**src/rtl/demux_1x4_3bit_reg.sv**
```systemverilog
// Registered 1-to-4 demultiplexer with per-lane valid/ready handshakes.
// Each lane is a one-entry holding register. The target lane comes from either
// {s1,s0} or an internal round-robin pointer. A blocked target stalls the input.
// The input never skips to another lane.
module demux_1x4_3bit_reg #(
    parameter int WIDTH = 3
) (
    input  logic             clk,
    input  logic             rst_n,
    input  logic [WIDTH-1:0] in_data,
    input  logic             in_valid,
    output logic             in_ready,
    input  logic             s1,
    input  logic             s0,
    input  logic             auto_rr,
    output logic [WIDTH-1:0] X,
    output logic [WIDTH-1:0] Y,
    output logic [WIDTH-1:0] Z,
    output logic [WIDTH-1:0] W,
    output logic [3:0]       out_valid,
    input  logic [3:0]       out_ready,
    output logic [1:0]       rr_ptr,
    output logic             busy
);

    logic [WIDTH-1:0] lane_q [4];
    logic [1:0]       target;
    logic [3:0]       lane_free;
    logic             accept;

    // Target lane selection and input handshake; a lane draining this cycle counts as free
    always_comb begin
        target    = auto_rr ? rr_ptr : {s1, s0};
        lane_free = ~out_valid | out_ready;
        in_ready  = lane_free[target];
        accept    = in_valid && in_ready;
    end

    // Lane holding registers: load wins over drain, so a simultaneous drain/load keeps valid high
    always_ff @(posedge clk or negedge rst_n) begin
        if (!rst_n) begin
            for (int k = 0; k < 4; k++) begin
                lane_q[k] <= '0;
            end
            out_valid <= 4'b0000;
        end else begin
            for (int k = 0; k < 4; k++) begin
                if (accept && (target == 2'(k))) begin
                    lane_q[k]    <= in_data;
                    out_valid[k] <= 1'b1;
                end else if (out_ready[k]) begin
                    out_valid[k] <= 1'b0;
                end
            end
        end
    end

    // Round-robin pointer advances only on an accept in auto mode; it is never cleared by a mode change
    always_ff @(posedge clk or negedge rst_n) begin
        if (!rst_n) begin
            rr_ptr <= 2'd0;
        end else if (accept && auto_rr) begin
            rr_ptr <= rr_ptr + 2'd1;
        end
    end

    // Lane data fan-out and busy flag, both taken straight from registered state
    always_comb begin
        X    = lane_q[0];
        Y    = lane_q[1];
        Z    = lane_q[2];
        W    = lane_q[3];
        busy = |out_valid;
    end

endmodule

```
**config.mk**
```make
export PLATFORM = sky130hd
export DESIGN_NAME = demux_1x4_3bit_reg
export DESIGN_NICKNAME = d
export VERILOG_FILES = /design/src/rtl/demux_1x4_3bit_reg.sv
export SDC_FILE = /design/constraint.sdc
export NUM_CORES = 1
export LEC_CHECK = 0
export CELL_PAD_IN_SITES_DETAIL_PLACEMENT = 1
export CELL_PAD_IN_SITES_GLOBAL_PLACEMENT = 2
export CORE_MARGIN = 2
export CORE_UTILIZATION = 26
export DETAILED_ROUTE_END_ITERATION = 7
export HOLD_SLACK_MARGIN = 0.15
export PLACE_DENSITY = 0.72
export SLEW_MARGIN = 5
export SYNTH_ARGS = -nofsm -noshare
export SYNTH_HDL_FRONTEND = slang
export SYNTH_SLANG_ARGS = --single-unit
```
**constraint.sdc**
```tcl
create_clock -name clk -period 1.9 [get_ports clk]
set_input_delay 0.285 -clock clk [delete_from_list [all_inputs] [get_ports clk]]
set_output_delay 0.285 -clock clk [all_outputs]
set_load 0.05 [all_outputs]
```
Word-level counts from Yosys, hierarchy flattened

Index checks and enable logic that the tools add are counted.

Word-level logic and storage cells: 39
Output and inout port bits: 20
Flip-flop bits (word level): 18
Input bits: 13

Bitwise operators: 2
Add/subtract/negate cells: 1
Order comparisons: 1
Eq/ne operators: 3
Reductions and logical operators: 12
Mux-type cells: 11

Operators by type and width:

| operator              | number |
|---|---|
| $mux W1               | 9 |
| $reduce_bool A2 Y1    | 4 |
| $logic_and A1 B1 Y1   | 6 |
| $eq A2 B2 Y1 const B  | 2 |
| $not A4 Y4            | 1 |
| $or A4 B4 Y4          | 1 |
| $reduce_or A4 Y1      | 1 |
| $lt A2 B3 Y1 const B  | 1 |
| $add A2 B1 Y2 const B | 1 |
| $bmux W1 S2           | 1 |
| $eq A2 B1 Y1 const B  | 1 |
| $logic_not A2 Y1      | 1 |
| $mux W2               | 1 |

Depth between registers and ports, before layout

Depth in word-level cells: 7
Mapped depth: 5
Gate-level depth less buffers: 4

Worst setup path before layout

No wires, ideal clock.

Path type: flip-flop to output port
From: reg rr_ptr[1]
To: out in_ready
Data arrival time: 1884 ps
Data required time: 1615 ps
Slack: -269 ps
Buffers on the path: 0
Stages on the path, launching flop included: 4
Path through: dfrtp_1 -> mux2_4 -> mux2i_1 -> mux2i_1

Word-level cells in the longest chain between the ends: 3

Ends and longest elaborated chain:

| element                       | RTL line | RTL |
|---|---|---|
| from (decl)                   | 22       | `output logic [1:0] rr_ptr,` |
| from (signal assigned)        | 63       | `rr_ptr <= rr_ptr + 2'd1;` |
| $mux W2                       | 33       | `target = auto_rr ? rr_ptr : {s1, s0};` |
| $bmux W1 S2                   | 35       | `in_ready = lane_free[target];` |
| $mux W1 (implied by the code) | 35       |  |
| to (decl)                     | 12       | `output logic in_ready,` |

Every way passes these cells. The select of a mux whose other input is x is not followed.

Worst setup path in the final report

Ends and elaborated chain as after synthesis.

==> metrics <==
Final TNS setup=0 ps; CP startpoint=rr_ptr[1]$_DFFE_PN0P_; area leader, netlist=dfrtp_1; critical path class=register to output pin; leakage=0.593 nW; gr busiest metal=met2; Design Area, Final=1350 um2; DR WL/cell=15.1 um; startpoint types=register; Worst Max-Slew Pin Slew=510 ps; Buffers on Ports=32; part of the power in combinational logic=0.619; clock network fraction of design power=0.099; sequential-to-total area share from yosys stat=0.545; Crit. End Element=output pin; CTS max path bufs=2; Max VDD drop=0.926 mV; Net Count, Synth=74; CTS tree=yes; dpl hpwl=1830 um; Syn Area/Cell=13.5 um2; number of antenna diodes=0; maxcap violations=0; top_reg_cell synth=dfrtp_1; global-route wire length before repair=3940 um; number of global-route vias before repair=785; cts hold-fix bufs=0; most numerous cell in the Yosys netlist=dfrtp_1; largest net degree at the start of global routing=19; final hold vios=0; Final WS setup=38.0 ps; synth warn=0; reg2reg setup slack=310 ps; Pwr Density=1760 nW/um2; vias per cell=4.44; drt pass-1 iters=2; top cell type's share of synthesized area=0.545; final core occ=0.446; HP Class=input pin to async pin; CP max FO=3; Num CTS Buffers=3; r2r startpoint=rr_ptr[1]$_DFFE_PN0P_; GR Util met3=0.0341; Cell Area, Synth=826 um2; fin crit share=0.980; number of synthesized flops with an enable pin=0; synth top area cells=dfrtp_1, mux2_2, mux2i_1, mux2_4, nand2b_1; # rows=20; commonest cells in the netlist=dfrtp_1, mux2_2, nand2_1; Placeable Area=3030 um2; Clk Tree Root Cell=clkbuf_4; clk_lat worst skew=290 ps; DRT iter0 DRCs=8; # setup viols final=0; Min Hold Slack=327 ps; share of power burned in registers=0.282; Setup Skew=3.66 ps; pre-CTS setup slack=-220 ps; Int Power=1.23 mW; met1 usage=0.192; post-place instance area=1280 um2; die height=60.4 um; DRC=0; die width=60.4 um; status=completed; Critical Path AT=1580 ps; GR Layer Usage met2=0.247; Post-Route WL=2310 um; Reg clk slew, reported paths=110 ps; H-tree levels=1; Sw Share=0.484; relative slew slack=0.659; synth unique cells=18; full die area=3640 um2; I/O Pins=33; CTS Sinks=18; P_sw=1.15 mW; RD Place Congestion=0.851; Fill cells=325; Max Fclk=537 MHz; starting density of the core=0.273; Routed Antenna Nets=0; share of cells above drive strength 1=0.376; remaining global-route overflow=0; clock period minus worst slack=1860 ps; Gate Count Post-Synth=61; Final Slew Violations=0; WP data required=1620 ps; RSZ-0062 raised after global routing=true; Nets=123; Layout area overhead=63.5%; vias=680; total track usage=0.148; ys async rst share=1.00; synthesized flop and latch total=18; initial antenna violation count=0
power by group through the flow:
stage                     combinational [mW]  clock (mW)  sequential (mW)
after floorplan                        0.327           0             1.25
after global placement                  1.41           0            0.675
after detailed placement                1.43           0            0.685
after CTS                               1.47       0.250            0.676
after global routing                    1.54       0.271            0.699
final                                   1.47       0.236            0.670
worst max-delay path: stages, from the launching register on:
cell     delay [ps]
dfrtp_2         460
mux2_4          300
mux2i_4         200
mux2i_4         150
buf_6           180
final timing paths:
check                                                 to  depth (start not counted)
worst min-delay path            out_valid[2]$_DFFE_PN0P_                          2
worst max-delay path                            in_ready                          4
worst max register to register          Z[2]$_DFFE_PN0P_                          4
max in group asynchronous          rr_ptr[1]$_DFFE_PN0P_                          2
min in group clk                        Z[0]$_DFFE_PN0P_                          1
worst min register to register          Z[0]$_DFFE_PN0P_                          1
registers in the layout, indices dropped and copies added (netlist names):
| signal | flops |
|---|---|
| W | 3 |
| Y | 3 |
| Z | 3 |
| out_valid | 4 |
| X | 3 |
| rr_ptr | 2 |
cells by family (layout without fill, tap and decap cells):
logic type	count (synthesis)	after routing	share of synthesized area
buf+inv	1	49	0.0136
compound gates	5	5	0.0333
simple gates	18	18	0.132
mux	19	19	0.276
flops	18	18	0.545
layer usage:
layer	wire [um]	vias to the layer above
li1	-	317
met1	1020	335
met2	1130	28
met3	159	0
met4	0	0
met5	0	-
area by class of cell:
type	instances	area, um2	share of cell area
Timing Repair Buffer	45	414	0.307
Tap cell	44	55.1	0.0408
Sequential cell	18	452	0.335
Clock buffer	4	36.3	0.0269
Multi-Input combinational cell	42	393	0.291
through the flow:
step / cells / total power [mW]
after floorplan: 61 / 1.58
after global placement: 147 / 2.09
after detailed placement: 147 / 2.12
after CTS: 152 / 2.40
after global routing: 153 / 2.51
final: 153 / 2.38
cells in the final DEF, fill, tap and decap left out:
| master | count |
|---|---|
| nor2_1 | 1 |
| mux2_2 | 12 |
| nand2_1 | 5 |
| clkbuf_8 | 1 |
| o31ai_1 | 1 |
| nand3_1 | 1 |
| dfrtp_2 | 1 |
| o21ai_0 | 3 |
| nor3_1 | 1 |
| mux2i_2 | 1 |
| mux2_4 | 2 |
| or4_1 | 1 |
| buf_4 | 15 |
| mux2i_1 | 1 |
| nand4_2 | 2 |
| dlymetal6s2s_1 | 1 |
| dfrtp_1 | 17 |
| a21oi_1 | 1 |
| buf_6 | 1 |
| nand2b_1 | 4 |
| mux2i_4 | 3 |
| dlygate4sd2_1 | 2 |
| nand4_1 | 2 |
| nor2b_1 | 1 |
| clkbuf_4 | 3 |
| clkdlybuf4s50_1 | 26 |
repair_timing:
| action | CTS | global route |
|---|---|---|
| buffers inserted | 2 | 1 |
| setup endpoints to repair | 1 | 2 |
| gates resized for setup | 6 | 2 |
No activity file was read; power rests on OpenSTA's default activity.
